===== config.mk =====
export PLATFORM = sky130hd
export DESIGN_NAME = popcount_window_sum
export DESIGN_NICKNAME = d
export VERILOG_FILES = /design/src/rtl/popcount_window_sum.sv
export SDC_FILE = /design/constraint.sdc
export NUM_CORES = 1
export LEC_CHECK = 0
export ABC_AREA = 0
export CORE_MARGIN = 8
export CORE_UTILIZATION = 55
export CTS_CLUSTER_SIZE = 8
export DETAILED_ROUTE_END_ITERATION = 8
export PLACE_DENSITY = 0.78
export SLEW_MARGIN = 20
export SYNTH_ARGS = -nofsm -noshare
export SYNTH_HDL_FRONTEND = slang
export SYNTH_SLANG_ARGS = --single-unit

===== constraint.sdc =====
create_clock -name clk -period 3.4 [get_ports clk]
set_input_delay 0.51 -clock clk [delete_from_list [all_inputs] [get_ports clk]]
set_output_delay 0.51 -clock clk [all_outputs]
set_load 0.05 [all_outputs]

===== src/rtl/popcount_window_sum.sv =====
// Sliding-window sum of ones-counts over the last DEPTH accepted samples.
// Optional peak tracking is built when COUNT_WINDOW_PEAK_EN is defined.
module popcount_window_sum #(
  parameter int DEPTH = 8,
  parameter int PTR_W = 3
) (
  input  logic             clk,
  input  logic             rst,
  input  logic             in_valid,
  input  logic [2:0]       count,
  input  logic             clear,
  output logic [PTR_W+2:0] win_sum,
  output logic             win_full,
  output logic             out_valid,
  output logic             overrange,
  output logic [PTR_W+2:0] peak_sum
);
  localparam int SW = PTR_W + 3;

  typedef enum logic {FILL, STEADY} state_t;

  state_t                  state_q, state_d;
  logic [DEPTH-1:0][2:0]   smp_buf;
  logic [PTR_W-1:0]        wr_ptr;
  logic [PTR_W-1:0]        fill_q;
  logic                    accept;
  logic [2:0]              cnt;
  logic [2:0]              old;
  logic [SW-1:0]           sum_nxt;

  assign accept  = in_valid & ~clear;
  assign cnt     = (count > 3'd4) ? 3'd4 : count;
  // FILL masks evictions, so stale buffer contents after clear are harmless
  assign old     = (state_q == STEADY) ? smp_buf[wr_ptr] : 3'd0;
  assign sum_nxt = win_sum + SW'(cnt) - SW'(old);

  always_comb begin
    state_d = state_q;
    if (clear)
      state_d = FILL;
    else if (accept && state_q == FILL && fill_q == PTR_W'(DEPTH - 1))
      state_d = STEADY;
  end

  always_ff @(posedge clk) begin
    if (rst) begin
      state_q   <= FILL;
      fill_q    <= '0;
      wr_ptr    <= '0;
      win_sum   <= '0;
      win_full  <= 1'b0;
      out_valid <= 1'b0;
      overrange <= 1'b0;
    end else begin
      state_q   <= state_d;
      out_valid <= accept;
      if (clear) begin
        fill_q   <= '0;
        wr_ptr   <= '0;
        win_sum  <= '0;
        win_full <= 1'b0;
      end else if (in_valid) begin
        wr_ptr   <= wr_ptr + 1'b1;
        win_sum  <= sum_nxt;
        win_full <= (state_d == STEADY);
        if (state_q == FILL) fill_q <= fill_q + 1'b1;
        if (count > 3'd4) overrange <= 1'b1;
      end
    end
  end

  always_ff @(posedge clk) begin
    if (!rst && accept) smp_buf[wr_ptr] <= cnt;
  end

`ifdef COUNT_WINDOW_PEAK_EN
  logic [SW-1:0] peak_q;

  always_ff @(posedge clk) begin
    if (rst || clear)
      peak_q <= '0;
    else if (in_valid && sum_nxt > peak_q)
      peak_q <= sum_nxt;
  end

  assign peak_sum = peak_q;
`else
  assign peak_sum = '0;
`endif

endmodule


==> results of run 1 <==
[Yosys cell counts]
| master | count | share of area [%] |
|---|---|---|
| a211oi_1 | 1 | 0.39 |
| a21o_1 | 3 | 1.2 |
| a21oi_1 | 6 | 1.6 |
| a21oi_2 | 1 | 0.45 |
| a31oi_1 | 1 | 0.32 |
| and2b_1 | 1 | 0.39 |
| and4_1 | 1 | 0.45 |
| buf_2 | 3 | 0.78 |
| buf_4 | 7 | 2.7 |
| buf_6 | 1 | 0.58 |
| clkbuf_1 | 1 | 0.19 |
| conb_1 | 1 | 0.19 |
| dfxtp_1 | 16 | 17 |
| edfxtp_1 | 24 | 37 |
| fa_1 | 3 | 3.1 |
| ha_1 | 9 | 5.8 |
| inv_1 | 16 | 3.1 |
| mux2_4 | 1 | 0.78 |
| mux2i_1 | 15 | 7.8 |
| nand2_1 | 11 | 2.1 |
| nand2b_1 | 1 | 0.32 |
| nand4_1 | 1 | 0.32 |
| nor2_1 | 23 | 4.5 |
| o21a_1 | 3 | 1.2 |
| o21ai_0 | 3 | 0.78 |
| o22ai_1 | 6 | 1.9 |
| o31ai_1 | 3 | 1.2 |
| or2_2 | 3 | 0.97 |
| or2b_1 | 1 | 0.39 |
| xnor2_1 | 5 | 2.3 |
| xor2_1 | 1 | 0.45 |
[kinds of logic (layout without fill, tap and decap cells)]
family | Yosys count | count (layout)
buf+inv | 28 | 40
compound gates | 27 | 27
other cells | 1 | 6
fa+ha+maj | 12 | 12
mux | 16 | 16
simple gates | 42 | 42
flops | 40 | 40
xor+xnor | 6 | 6
[area by class of cell]
cell class              count  area [um2]
clock buffers               5        37.5
inverters                  16        60.1
well taps                  46        57.6
clock inverters             3        46.3
fillers                   287        1190
flip-flops and latches     40        1040
repair buffers             16         158
multi-input cells         109         768
[state kept, by name (all words and copies together), names as in the netlist]
register,count
fill_q,3
win_sum,6
out_valid,1
smp_buf,24
win_full,1
overrange,1
state_q,1
wr_ptr,3
[stage by stage]
step           setup slack (ns)  instance area, um2  hold WS, ns
2_1_floorplan             0.654                1950        0.465
3_3_place_gp              0.327                2080        0.458
3_5_place_dp              0.290                2080        0.466
4_1_cts                   0.293                2170        0.485
5_1_grt                  0.0354                2170        0.524
6_report                  0.287                2170        0.485
[critical path: cells and delay by family (launching register included)]
kind / cells / cell delay [ns]
AO/OA/AOI/OAI: 6 / 0.87
XOR/XNOR: 1 / 0.13
AND/OR/NAND/NOR: 2 / 0.18
adder cells (fa/ha/maj): 2 / 0.92
flip-flops: 1 / 0.86
buffers and inverters: 1 / 0.06
[routing by layer]
layer | part of all wire (%) | GRT usage, % | vias to the layer above
met5 | 0 | 0 | -
met4 | 1.1 | 4.48 | 0
met3 | 5.9 | 4.53 | 5
met2 | 46 | 22.1 | 36
met1 | 46 | 17.3 | 585
li1 | - | - | 610
[final timing paths]
kind | end
min | win_sum[5]$_SDFFE_PP0P_
max reg2reg | win_sum[4]$_SDFFE_PP0P_
max | win_sum[4]$_SDFFE_PP0P_
min reg2reg | win_sum[5]$_SDFFE_PP0P_
[power groups by stage]
stage	registers [W]	logic, W	clock network (W)
after floorplan	0.000555	0.0000925	0
after global placement	0.000541	0.000130	0
after detailed placement	0.000541	0.000134	0
after CTS	0.000530	0.000135	0.000327
after global routing	0.000532	0.000148	0.000344
final	0.000530	0.000134	0.000324
==> run_results.csv, run 1 <==
group,metric,value,unit
worst_hold_path,worstHoldPathCells,2,
finish,antenna-diode-count,0,
logic_synthesis,synth.lib_cells_used.distinct,31,
route,drtPass1Iterations,4,
timing,fmaxAchievable,321,MHz
clock_tree,cts_root_buffer,"clkbuf_4",
placement,io_buffer_count,15,
clock_tree,clk_transition_reported_paths,0.12,ns
logic_synthesis,postSynthRegisterBits,40,
route,via_count,1236,
logic_synthesis,yosysWarningCount,0,
outcome,outcome,"finished clean",
finish,finalNetCount,207,
route,drcViolationCount,0,
job,cap_viol_max_count,0,
logic_synthesis,syn_area_per_cell,11.2,um2
route,vias_per_cell,5.26,
floorplan,die_w,75.3,um
logic_synthesis,synth_area_in_compound_gates,8.93,%
logic_synthesis,synth_xor_xnor_area_share,2.72,%
pwr,power.net_switching,0.000259,W
critical_path,reg2reg_setup_slack,0.29,ns
route,number_of_nets_with_antenna_violations_after_routing,0,
critical_path,worst_r2r_path_cells,12,
logic_synthesis,synth_simple_gate_area_share,9.45,%
clock_tree,postCtsSetupBuffers,0,
clock_tree,clock_path_buffers,2,
timing,hold_violations,0,
global_routing,grt_overflow_total,0,
finish,drive_above_1_share,7.41,%
floorplan,die_height,75.3,um
placement,hpwlAfterDp,2520,um
finish,layout.cells.most_common_list,"edfxtp_1, nor2_1, inv_1, dfxtp_1",
critical_path,critical-path-max-stage-delay,0.86,ns
clock_tree,cts_tree,"yes",
timing,unrepaired_setup_endpoints_after_global_routing,"false",
timing,tightest_slew,0.805,ns
logic_synthesis,yosys-mux-area-fraction,8.54,%
critical_path,worstReg2RegStart,"wr_ptr[0]$_SDFFE_PP0P_",
worst_hold_path,holdCritStartpoint,"win_sum[5]$_SDFFE_PP0P_",
route,detail_route.wl_per_cell,14.9,um
timing,worst_clock_skew,0.0109,ns
timing,setup_violations,0,
critical_path,biggest_fanout_along_the_worst_timing_path,17,
pwr,cellLeakagePower,0.829,nW
finish,mostFrequentLayoutCell,"edfxtp_1",
global_routing,grt_pass1_vias,1279,
pwr,pwr-share-comb,13.6,%
timing,finalCriticalPeriod,3.11,ns
floorplan,start_util,57.5,%
route,wl,3500,um
critical_path,worstSetupStartpoint,"wr_ptr[0]$_SDFFE_PP0P_",
critical_path,cp_common_cell,"fa_1",
logic_synthesis,synth_area,1930,um2
clock_tree,clock_sink_count,40,
pwr,power_frac_seq,53.7,%
pwr,p_clk_share,32.8,%
critical_path,endpoint_kind,"flip-flop",
clock_tree,cts_resized,0,
worst_hold_path,hold_class,"flip-flop to flip-flop",
clock_tree,cts_hold_buffers,0,
logic_synthesis,main_combinational_cell_family_by_area_after_synthesis,"simple AND/OR/NAND/NOR gates",
finish,synthToLayoutAreaGrowth,12.2,%
floorplan,io_pins,22,
floorplan,floorplan.die_area,5670,um2
logic_synthesis,synthesis.instances,172,
clock_tree,cts_made_buffers,5,
pwr,vdd.ir_drop.worst,0.000285,V
global_routing,first_pass_grt_wire_length,5910,um
global_routing,maximum_number_of_pins_on_one_net_before_global_route_repair,18,
timing,setup-tns-final,0,ns
critical_path,critical_path.cell_chain,"nor2_1, a31oi_1, o22ai_1, o21a_1, fa_1, inv_1, fa_1, a21o_1, a21oi_1, xnor2_1, nand2_1, o31ai_1",
logic_synthesis,yosys.area_share.adder,8.93,%
placement,dp_cells,227,
clock_tree,ctsHtreeMaxLevel,2,
floorplan,design.core.area,3360,um2
critical_path,worstSetupPathType,"flip-flop to flip-flop",
finish,final-instance-count-excl-fill,235,
critical_path,cp-start-kind,"flip-flop",
critical_path,crit_path_top_delay_cell,"dfxtp_1",
pwr,p_int,0.000729,W
pwr,power_density,456,nW/um2
pwr,power_switching_share,26.2,%
timing,slew-limit-headroom,46.2,%
global_routing,grt_antenna_before_repair,0,
pwr,p_total,0.000988,W
logic_synthesis,synth-seq-area-share,53.9,%
timing,period_share,91.5,%
floorplan,rows,21,
critical_path,required,3.67,ns
finish,fin_util,64.5,%
global_routing,groute.usage.overall,13.9,%
route,drt-initial-drc-count,63,
timing,slew_violations,0,
critical_path,cp.arrival,3.39,ns
clock_tree,clk_latency,0.36,ns
placement,globalplace.congestion,0.842,
(Power assumes the default switching activity.)
==> run 2, diff against run 1 <==
--- a/config.mk
+++ b/config.mk
@@ -11,6 +11,7 @@
 export CTS_CLUSTER_SIZE = 8
 export DETAILED_ROUTE_END_ITERATION = 8
 export PLACE_DENSITY = 0.78
+export REMOVE_ABC_BUFFERS = 1
 export SLEW_MARGIN = 20
 export SYNTH_ARGS = -nofsm -noshare
 export SYNTH_HDL_FRONTEND = slang
==> run 2 against run 1 <==
  * Wire length up 3.3%
  * Critical endpoint unchanged
  * Via count up 1.9%
  * Clock skew down 0.0053 ns
  * Cell area up 0.17%
  * Global-route usage up 0.36 points
  * Clock-buffer cell count unchanged
  * Combinational power about the same
  * Clock power down 4%
  * Largest power group unchanged
  * First-iteration DRC count down 17%
  * Final cell count up 0.43%
  * Register-to-register slack better by 0.04 ns
==> run_results.csv, run 2 (same netlist as run 1, synthesis figures left out) <==
group,metric,value,unit
outcome,outcome,"finished clean",
route,detail_route.wl_per_cell,15.3,um
pwr,cellLeakagePower,0.834,nW
floorplan,start_util,57.5,%
pwr,power_density,450,nW/um2
worst_hold_path,whs_endpoint,"win_sum[5]$_SDFFE_PP0P_",
placement,hpwlAfterDp,2730,um
finish,finalNetCount,208,
global_routing,first_pass_grt_wire_length,5970,um
critical_path,endpoint_kind,"flip-flop",
finish,layout.cells.most_common_list,"edfxtp_1, nor2_1, inv_1, dfxtp_1",
timing,finalCriticalPeriod,3.07,ns
timing,tightest_hold_margin,0.484,ns
clock_tree,clk_latency,0.35,ns
floorplan,rows,21,
critical_path,worst_r2r_path_cells,11,
clock_tree,clock_path_buffers,2,
worst_hold_path,holdCritStartpoint,"win_sum[5]$_SDFFE_PP0P_",
finish,antenna-diode-count,0,
clock_tree,clock_sink_count,40,
placement,dp_worst_setup_slack,0.294,ns
placement,io_buffer_count,15,
clock_tree,ctsHtreeMaxLevel,2,
route,wl,3620,um
floorplan,floorplan.die_area,5670,um2
floorplan,design.core.area,3360,um2
timing,fmaxAchievable,325,MHz
timing,period_share,90.4,%
finish,drive_above_1_share,7.89,%
timing,tightest_slew,0.679,ns
floorplan,die_height,75.3,um
timing,hold_violations,0,
pwr,vdd.ir_drop.worst,0.000414,V
route,drtPass1Iterations,4,
job,cap_viol_max_count,0,
global_routing,maximum_number_of_pins_on_one_net_before_global_route_repair,16,
route,number_of_nets_with_antenna_violations_after_routing,0,
route,vias_per_cell,5.33,
critical_path,r2r_end,"win_sum[4]$_SDFFE_PP0P_",
pwr,p_clk_share,31.8,%
worst_hold_path,worstHoldPathCells,2,
pwr,power.net_switching,0.000250,W
floorplan,die_w,75.3,um
clock_tree,clk_transition_reported_paths,0.12,ns
critical_path,worstReg2RegStart,"wr_ptr[0]$_SDFFE_PP0P_",
global_routing,grt_pass1_vias,1244,
timing,slew-limit-headroom,54.7,%
pwr,power_frac_seq,54.2,%
clock_tree,postCtsSetupBuffers,0,
timing,worst_clock_skew,0.00563,ns
clock_tree,cts_tree,"yes",
global_routing,grt_antenna_before_repair,0,
pwr,power_switching_share,25.6,%
critical_path,cp-start-kind,"flip-flop",
route,drcViolationCount,0,
finish,mostFrequentLayoutCell,"edfxtp_1",
floorplan,io_pins,22,
pwr,p_int,0.000726,W
pwr,pwr-share-comb,14.0,%
critical_path,reg2reg_setup_slack,0.33,ns
clock_tree,cts_hold_buffers,0,
critical_path,required,3.67,ns
timing,setup_violations,0,
route,drt-initial-drc-count,52,
clock_tree,cts_made_buffers,5,
clock_tree,cts_root_buffer,"clkbuf_4",
critical_path,worstSetupPathType,"flip-flop to flip-flop",
critical_path,biggest_fanout_along_the_worst_timing_path,13,
timing,unrepaired_setup_endpoints_after_global_routing,"false",
timing,slew_violations,0,
finish,largest_register_ff_count,24,
worst_hold_path,hold_class,"flip-flop to flip-flop",
finish,synthToLayoutAreaGrowth,12.4,%
finish,layout_top_registers,"smp_buf: 24 flops, win_sum: 6 flops",
finish,layout.filler_cells,286,
route,via_count,1259,
clock_tree,cts_resized,0,
finish,regMostFlops,"smp_buf",
global_routing,grt_overflow_total,0,
timing,setup-tns-final,0,ns
global_routing,groute.usage.overall,14.2,%
critical_path,cp.arrival,3.34,ns
placement,globalplace.congestion,0.938,
timing,layout_setup_ws,0.327,ns
## run 2: changes by cell type in the layout (fill, tap and decap cells not counted), sizes merged
cell	change
buf	+1
clkinv	+1
inv	-1
## run 2: power groups by stage
| stage | registers, W | logic (W) | clock network (W) |
|---|---|---|---|
| 2_1_floorplan | 0.000558 | 0.0000786 | 0 |
| 3_3_place_gp | 0.000540 | 0.000131 | 0 |
| 3_5_place_dp | 0.000541 | 0.000136 | 0 |
| 4_1_cts | 0.000530 | 0.000136 | 0.000316 |
| 5_1_grt | 0.000531 | 0.000149 | 0.000335 |
| 6_report | 0.000530 | 0.000136 | 0.000310 |
## run 2: critical path: stages, from the launching register on
cell and delay [ns]:
dfxtp_1 0.78, mux2i_1 0.33, o22ai_1 0.13, o21a_1 0.23
fa_1 0.49, inv_1 0.05, ha_1 0.35, a21o_1 0.18
a21oi_1 0.17, xnor2_1 0.14, nand2_1 0.07, o31ai_1 0.06
## run 2: final cells by class
cell class                      count  area (um2)  share of cell area, %
Inverter                           16        60.1                   2.76
Multi-Input combinational cell    109         768                   35.4
Clock inverter                      3        42.5                   1.96
Clock buffer                        5        37.5                   1.73
Sequential cell                    40        1040                   47.9
Tap cell                           46        57.6                   2.65
Timing Repair Buffer               17         165                   7.60
## run 2: worst max path at each step
stage	startpoint	end	slack, ns	depth (start not counted)
after floorplan	wr_ptr[0]$_SDFFE_PP0P_	win_sum[4]$_SDFFE_PP0P_	0.55	12
after global placement	count[2]	win_sum[4]$_SDFFE_PP0P_	0.38	11
after detailed placement	count[2]	win_sum[4]$_SDFFE_PP0P_	0.29	11
after CTS	wr_ptr[0]$_SDFFE_PP0P_	win_sum[4]$_SDFFE_PP0P_	0.34	12
after global routing	wr_ptr[0]$_SDFFE_PP0P_	win_sum[5]$_SDFFE_PP0P_	0.13	11
final	wr_ptr[0]$_SDFFE_PP0P_	win_sum[4]$_SDFFE_PP0P_	0.33	11
## run 2: routing by layer
layer / GRT usage (%) / wire (um)
met1: 17.3 / 1510
met5: 0 / 0
met3: 4.26 / 214
met2: 23.3 / 1850
met4: 4.90 / 41
## run 2: stage by stage
stage | total power, W | instance area, um2 | cells | utilization [%]
after global routing | 0.00101 | 2170 | 236 | 64.6
after detailed placement | 0.000676 | 2090 | 228 | 62.2
after CTS | 0.000982 | 2170 | 236 | 64.6
after global placement | 0.000671 | 2090 | 228 | 62.2
after floorplan | 0.000636 | 1870 | 165 | -
final | 0.000976 | 2170 | 236 | 64.6
==> run 3, diff against run 2 <==
--- a/config.mk
+++ b/config.mk
@@ -6,7 +6,6 @@
 export NUM_CORES = 1
 export LEC_CHECK = 0
 export ABC_AREA = 0
-export CORE_MARGIN = 8
 export CORE_UTILIZATION = 55
 export CTS_CLUSTER_SIZE = 8
 export DETAILED_ROUTE_END_ITERATION = 8
==> run 3 against run 2 <==
  * Combinational power about the same
  * Global-route usage grew 6.7 points
  * Power decreased by 9.5%
  * Final cell count is the same
  * Clock-buffer cell count increased by 2
  * Critical path depth grew 1
  * Hold slack worse by 0.0044 ns
  * Sequential share of layout area grew 0.70 points
  * First-iteration DRC count down 25%
  * Non-clock buffer count is the same
  * Via count is 1.4% lower
  * Critical endpoint unchanged
==> run_results.csv, run 3 (same netlist as run 1, synthesis figures left out) <==
group,metric,value,unit
critical_path,reg2reg_setup_slack,0.30,ns
pwr,p_int,0.000652,W
route,drcViolationCount,0,
route,via_count,1242,
finish,layout_top_registers,"smp_buf: 24 flops, win_sum: 6 flops",
finish,mostFrequentLayoutCell,"edfxtp_1",
timing,setup-tns-final,0,ns
critical_path,r2r_end,"win_sum[4]$_SDFFE_PP0P_",
critical_path,cp_common_cell,"fa_1",
global_routing,first_pass_grt_wire_length,5410,um
route,drtPass1Iterations,4,
finish,layout.filler_cells,289,
placement,dp_worst_setup_slack,0.329,ns
route,wl,3320,um
placement,hpwlAfterDp,2490,um
floorplan,design.core.area,3360,um2
floorplan,die_height,61.3,um
timing,slew-limit-headroom,48.4,%
critical_path,worstSetupPathType,"flip-flop to flip-flop",
critical_path,worstReg2RegStart,"wr_ptr[0]$_SDFFE_PP0P_",
critical_path,worstSetupStartpoint,"wr_ptr[0]$_SDFFE_PP0P_",
critical_path,required,3.66,ns
floorplan,die_w,61.3,um
pwr,power_density,413,nW/um2
timing,hold_violations,0,
global_routing,grt_pass1_vias,1135,
timing,period_share,91.2,%
clock_tree,cts_root_buffer,"clkbuf_4",
pwr,power_switching_share,26.2,%
global_routing,grt_antenna_before_repair,0,
timing,finalCriticalPeriod,3.10,ns
pwr,pwr-share-comb,15.2,%
critical_path,crit_cells,12,
finish,antenna-diode-count,0,
finish,multi_input_comb_area,768,um2
finish,final-instance-count-excl-fill,236,
placement,post_dp_cell_area,2090,um2
timing,worst_clock_skew,0.00724,ns
timing,setup_violations,0,
global_routing,maximum_number_of_pins_on_one_net_before_global_route_repair,18,
critical_path,critical-path-max-stage-delay,0.84,ns
clock_tree,clk_latency,0.33,ns
critical_path,worst_r2r_path_cells,12,
clock_tree,ctsHtreeMaxLevel,2,
clock_tree,cts_resized,0,
worst_hold_path,holdCritStartpoint,"win_sum[5]$_SDFFE_PP0P_",
finish,design_area,2140,um2
timing,slew_violations,0,
pwr,p_clk_share,24.9,%
critical_path,timing.critical_path.buf_inv,1,
pwr,power.net_switching,0.000231,W
finish,sequential_cell_area,1040,um2
clock_tree,cts_tree,"yes",
critical_path,timing.critical_path.max_delay_family,"adder cells",
pwr,cellLeakagePower,0.819,nW
floorplan,floorplan.die_area,3760,um2
critical_path,cp-start-kind,"flip-flop",
critical_path,crit_path_top_delay_cell,"dfxtp_1",
finish,synthToLayoutAreaGrowth,10.7,%
clock_tree,postCtsSetupBuffers,0,
timing,fmaxAchievable,322,MHz
worst_hold_path,hold_class,"flip-flop to flip-flop",
worst_hold_path,whs_endpoint,"win_sum[5]$_SDFFE_PP0P_",
placement,io_buffer_count,15,
job,cap_viol_max_count,0,
floorplan,io_pins,22,
critical_path,cp.arrival,3.36,ns
floorplan,rows,21,
timing,unrepaired_setup_endpoints_after_global_routing,"false",
finish,finalNetCount,208,
pwr,vdd.ir_drop.worst,0.000248,V
outcome,outcome,"finished clean",
clock_tree,clk_transition_reported_paths,0.11,ns
finish,drive_above_1_share,6.32,%
pwr,power_frac_seq,60.0,%
finish,regMostFlops,"smp_buf",
clock_tree,cts_hold_buffers,0,
route,drt-initial-drc-count,39,
finish,largest_register_ff_count,24,
worst_hold_path,worstHoldPathCells,2,
clock_tree,clock_sink_count,40,
critical_path,endpoint_kind,"flip-flop",
pwr,p_total,0.000884,W
timing,layout_setup_ws,0.299,ns
route,number_of_nets_with_antenna_violations_after_routing,0,
route,detail_route.wl_per_cell,14.1,um
route,vias_per_cell,5.26,
critical_path,biggest_fanout_along_the_worst_timing_path,17,
critical_path,critical_path.cell_chain,"nor2_1, a31oi_1, o22ai_1, o21a_1, fa_1, inv_1, fa_1, a21o_1, a21oi_1, xnor2_1, nand2_1, o31ai_1",
placement,dp_cells,228,
floorplan,start_util,57.5,%
global_routing,groute.usage.overall,20.9,%
clock_tree,clock_path_buffers,2,
timing,tightest_slew,0.774,ns
placement,globalplace.congestion,0.850,
global_routing,grt_overflow_total,0,
clock_tree,cts_made_buffers,5,
finish,layout.cells.most_common_list,"edfxtp_1, nor2_1, inv_1, dfxtp_1",
[run 3: cell types whose count changed in the layout (fill, tap and decap cells not counted)]
cell	delta
clkinv_2	-1
clkbuf_1	+2
clkinvlp_4	-1
clkinv_1	+1
bufinv_16	-1
[run 3: area by class of cell]
| class | instances | area share, % |
|---|---|---|
| timing repair buffer | 17 | 7.71 |
| multi-input combinational | 109 | 35.9 |
| inverter | 16 | 2.81 |
| clock buffer | 7 | 2.10 |
| clock inverter | 1 | 0.175 |
| tap | 46 | 2.69 |
| sequential | 40 | 48.6 |
[run 3: worst min-delay path: cells and delay by family (launching register included)]
kind               cells  cell delay [ns]
AOI/OAI and AO/OA      1             0.05
DFF                    1             0.34
and+or+nand+nor        1             0.06
[run 3: worst max-delay path by stage]
| stage | end |
|---|---|
| after floorplan | win_sum[4]$_SDFFE_PP0P_ |
| after global placement | win_sum[4]$_SDFFE_PP0P_ |
| after detailed placement | win_sum[4]$_SDFFE_PP0P_ |
| after CTS | win_sum[4]$_SDFFE_PP0P_ |
| after global routing | win_sum[4]$_SDFFE_PP0P_ |
| final | win_sum[4]$_SDFFE_PP0P_ |
[run 3: per-stage QoR]
step,utilization (%),hold WS [ns]
finish,63.7,0.479
CTS,63.7,0.482
global placement,62.2,0.460
floorplan,-,0.465
global route,63.7,0.500
detailed placement,62.2,0.465
[run 3: power groups by stage]
stage	Combinational, W	Clock [W]	Sequential (W)
floorplan	0.0000786	0	0.000558
global placement	0.000130	0	0.000540
detailed placement	0.000134	0	0.000541
CTS	0.000134	0.000227	0.000530
global route	0.000147	0.000250	0.000532
finish	0.000134	0.000220	0.000530
[run 3: per-layer routing]
layer,routed length (um),track usage (%),up-vias
met4,22,6.49,0
met5,0,0,-
met2,1650,32.8,23
met3,106,5.88,4
li1,-,-,610
met1,1540,28.5,605
==> edit 1, RTL diff (config.mk and constraints of run 3) <==
Register the output `overrange` once more; this adds one clock of latency there. The other outputs are not delayed to match.
--- a/src/rtl/popcount_window_sum.sv
+++ b/src/rtl/popcount_window_sum.sv
@@ -20,2 +20,4 @@
   typedef enum logic {FILL, STEADY} state_t;
+
+  logic overrange_s0;
 
@@ -52,3 +54,3 @@
       out_valid <= 1'b0;
-      overrange <= 1'b0;
+      overrange_s0 <= 1'b0;
     end else begin
@@ -66,3 +68,3 @@
         if (state_q == FILL) fill_q <= fill_q + 1'b1;
-        if (count > 3'd4) overrange <= 1'b1;
+        if (count > 3'd4) overrange_s0 <= 1'b1;
       end
@@ -90,2 +92,6 @@
 
+  always_ff @(posedge clk) begin
+    overrange <= overrange_s0;
+  end
+
 endmodule
Behaviour: not the same (Yosys sat finds a counterexample within 4 cycles, from zero or initial values and one cycle with rst high).
==> edit 1 against run 3 <==
  * Sequential cell count up 1
  * Final cell count increased by 0.42%
  * Area after synthesis is 1.0% higher
  * Non-clock buffer count unchanged
  * Power rose by 4.6%
  * Design area increased by 1.3%
  * Critical path depth did not move
  * Clock power grew 11%
  * Routed wire length increased by 7.9%
  * Worst setup slack got worse by 0.070 ns
  * Die area grew 1.0%
  * Critical endpoint unchanged
==> edit 1: results (changes against run 3) <==
Post-Layout Cell Count = 237 (+0.42%)
clock buffers = 6 (-1)
Commonest cells post-synth = edfxtp_1 (24), nor2_1 (23), dfxtp_1 (17)
number of global-route vias before repair = 1,160 (+2.2%)
signal buffers share of area = 7.62% (-0.098 points)
Fill cells = 264 (-8.7%)
post-synthesis sequential area ratio = 54.3% (+0.47 points)
leakage = 0.825 nW (+0.76%)
Data arrival, critical path = 3.44 ns (+0.08 ns)
Setup Skew = 0.0117 ns (+0.00445 ns)
cell count after synthesis = 173 (+0.58%)
ClkCell Share = 2.60% (+0.32 points)
Final Routed Wirelength = 3580 µm (+7.9%)
RePlAce Congestion = 0.835 (-1.7%)
worst vdd ir = 0.342 mV (+38%)
Worst-Skew Late Latency = 0.36 ns (+0.03 ns)
Critical Path Fanout Max = 15 (-2)
fraction of area in registers = 48.9% (+0.31 points)
GRT Overall Usage = 21.5% (+0.55 points)
Async S/R FF share, synth = 0% (unchanged)
top cells by area, synth = edfxtp_1 (37%), dfxtp_1 (17%), mux2i_1 (7.7%)
Final nets = 209 (+0.48%)
non-clock inverter count = 16 (unchanged)
total number of vias = 1,275 (+2.7%)
initial drt markers = 48 (+23%)
share of power burned in registers = 58.7% (-1.3 points)
largest net degree at the start of global routing = 16 (-2)
hpwl dp = 2580 µm (+3.6%)
Rel. slew slack = 50.2% (+1.8 points)
P per Cell Area = 426 nW/µm² (+3.3%)
Inst Count DP = 229 (+0.44%)
Clock group = 244 µW (+11%)
CTS sink count = 41 (+2.5%)
outcome = complete, no violations
edit 1: cell types whose count changed after synthesis:
cell,run 3,this run
dfxtp_1,16,17
edit 1: worst paths after layout:
| kind | slack, ns | to | cells past startpoint | startpoint |
|---|---|---|---|---|
| setup / recovery | 0.23 | win_sum[4]$_SDFFE_PP0P_ | 12 | wr_ptr[0]$_SDFFE_PP0P_ |
| hold reg to reg | 0.36 | overrange$_DFF_P_ | 0 | overrange_s0$_SDFFE_PP0P_ |
| setup reg to reg | 0.23 | win_sum[4]$_SDFFE_PP0P_ | 12 | wr_ptr[0]$_SDFFE_PP0P_ |
| hold / removal | 0.36 | overrange$_DFF_P_ | 0 | overrange_s0$_SDFFE_PP0P_ |
edit 1: cells by family (layout without fill, tap and decap cells):
group           Yosys count  in the layout  share of synthesized area (%)
xor+xnor                  6              6                           2.69
flops                    41             41                           54.3
buf+inv                  28             41                           7.30
fa+ha+maj                12             12                           8.84
other cells               1              6                          0.192
simple gates             42             42                           9.35
mux                      16             16                           8.46
compound gates           27             27                           8.84
edit 1: routing by layer:
layer | vias to the layer above | wire length, µm | part of all wire (%) | global-route usage [%]
li1 | 618 | - | - | -
met1 | 608 | 1600 | 45 | 28.4
met5 | - | 0 | 0 | 0
met4 | 0 | 84 | 2.3 | 11.4
met3 | 9 | 183 | 5.1 | 6.09
met2 | 40 | 1720 | 48 | 32.3
edit 1: through the flow:
step | util (%) | hold WS, ns | instance area (µm²) | setup WS (ns)
finish | 64.5 | 0.359 | 2170 | 0.229
global route | 64.5 | 0.366 | 2170 | 0.0299
CTS | 64.5 | 0.360 | 2170 | 0.235
detailed placement | 62.8 | 0.339 | 2110 | 0.222
global placement | 62.8 | 0.340 | 2110 | 0.371
floorplan | - | 0.331 | 1890 | 0.553
==> edit 2, RTL diff (settings of run 3) <==
Made on the original files. Change the parameter `PTR_W` from 3 to 5.
--- a/src/rtl/popcount_window_sum.sv
+++ b/src/rtl/popcount_window_sum.sv
@@ -4,3 +4,3 @@
   parameter int DEPTH = 8,
-  parameter int PTR_W = 3
+  parameter int PTR_W = 5
 ) (
Ports: changed (resized peak_sum and win_sum); port bits go from 22 to 26. No check against the original RTL was run, so the function may have changed too.
==> edit 2 against run 3 <==
  * Routed wire length increased by 17%
  * Sequential cell count increased by 6
  * Final cell count increased by 18%
  * Largest power group unchanged
  * Power increased by 28%
  * Synthesized cell count increased by 20%
  * Critical path depth decreased by 1
  * Design area increased by 21%
  * Worst setup slack got worse by 0.064 ns
  * Maximum frequency decreased by 2.0%
  * Count of clock-buffer cells in the layout decreased by 1
  * Area after synthesis increased by 20%
  * Sequential power increased by 14%
==> edit 2: results (changes against run 3) <==
outcome = complete, no violations
Final Routed Wirelength = 3880 µm (+17%)
Post-Layout Cell Count = 278 (+18%)
first-pass GRT wire length = 6250 µm (+16%)
post-synth cell types = 46 (+48%)
number of global-route vias before repair = 1,408 (+24%)
cell count after synthesis = 207 (+20%)
Commonest cells post-synth = nor2_1 (25), edfxtp_1 (24), dfxtp_1 (22)
Inst Count DP = 270 (+18%)
Critical Path Fanout Max = 14 (-3)
area fraction in compound gates after synthesis = 6.77% (-2.2 points)
layout cell share with drive strength beyond 1 = 9.21% (+2.9 points)
initial drt markers = 62 (+59%)
post-synthesis sequential area ratio = 50.2% (-3.6 points)
mux cell area share after synthesis = 9.53% (+0.99 points)
vias per std cell = 5.35 (+1.6%)
pre-CTS setup slack = 0.189 ns (-0.140 ns)
Setup Skew = 0.00566 ns (-0.00158 ns)
clock root cell = clkbuf_8
Post-Synth Adder-Cell Area = 8.01% (-0.92 points)
initial antenna violation count = 0 (unchanged)
Worst-Skew Late Latency = 0.30 ns (-0.03 ns)
hpwl dp = 2870 µm (+15%)
Top FF cell, synth = edfxtp_1
GRT Overall Usage = 19.7% (-1.2 points)
worst vdd ir = 0.306 mV (+23%)
largest net degree at the start of global routing = 21 (+3)
RePlAce Congestion = 0.738 (-13%)
leakage = 0.974 nW (+19%)
port bufs = 17 (+2)
XOR/XNOR share of the synthesized area = 3.79% (+1.1 points)
-- edit 2: cell count changes in the layout (fill, tap and decap cells not counted), moves of 4 or more --
| cell | before | now |
|---|---|---|
| nor3_1 | 0 | 5 |
| inv_1 | 16 | 20 |
| mux4_1 | 0 | 4 |
| clkbuf_4 | 5 | 0 |
| o22ai_1 | 6 | 2 |
| dfxtp_1 | 16 | 21 |
| mux2i_1 | 15 | 7 |
| clkbuf_8 | 0 | 5 |
| xor2_1 | 1 | 7 |
-- edit 2: path summary, 6_finish.rpt --
check             slack, ns                      end                   start  cells past startpoint
setup / recovery       0.24  win_sum[7]$_SDFFE_PP0P_  wr_ptr[2]$_SDFFE_PP0P_                     11
hold / removal         0.47   overrange$_SDFFE_PP0P_  overrange$_SDFFE_PP0P_                      2
setup reg to reg       0.24  win_sum[7]$_SDFFE_PP0P_  wr_ptr[2]$_SDFFE_PP0P_                     11
hold reg to reg        0.47   overrange$_SDFFE_PP0P_  overrange$_SDFFE_PP0P_                      2
-- edit 2: final cells by class --
| class | count | area [µm²] | share of cell area, % |
|---|---|---|---|
| Inverter | 21 | 78.8 | 3.05 |
| Clock buffer | 6 | 72.6 | 2.81 |
| Timing Repair Buffer | 21 | 200 | 7.76 |
| Multi-Input combinational cell | 132 | 991 | 38.4 |
| Clock inverter | 2 | 13.8 | 0.533 |
| Tap cell | 50 | 62.6 | 2.42 |
| Sequential cell | 46 | 1160 | 45.0 |
-- edit 2: per-stage QoR --
step,util [%],TNS (ns),total power [mW]
finish,64.1,0,1.13
global route,64.1,-0.0110,1.18
CTS,64.0,0,1.13
detailed placement,61.9,0,0.811
global placement,61.9,0,0.808
floorplan,-,0,0.759
-- edit 2: kinds of logic (layout without fill, tap and decap cells) --
| logic type | count (synthesis) | after routing |
|---|---|---|
| buf+inv | 36 | 50 |
| xor+xnor | 10 | 10 |
| other cells | 1 | 8 |
| simple gates | 64 | 64 |
| flops | 46 | 46 |
| mux | 13 | 13 |
| fa+ha+maj | 13 | 13 |
| compound gates | 24 | 24 |
-- edit 2: per-layer routing --
layer  vias up  global-route usage, %  share of wire [%]  routed length [µm]
li1        743                      -                  -                   -
met1       695                   22.4                 43                1660
met2        41                   34.1                 50                1930
met3         7                   4.97                6.0                 232
met4         0                   9.84                1.7                  67
met5         -                      0                  0                   0
-- edit 2: worst register-to-register path: cells and delay by family (launching register included) --
kind            cells  cell delay [ns]
flops               1             0.67
fa+ha+maj           2             0.81
mux                 2             0.58
compound gates      3             0.61
simple gates        3             0.34
buf+inv             1             0.04
-- edit 2: where the power goes --
part,switching (mW),internal (mW),leakage [nW]
logic,0.122,0.0734,0.532
clock network,0.183,0.145,0.0452
registers,0.0105,0.594,0.397
total,0.316,0.812,0.974
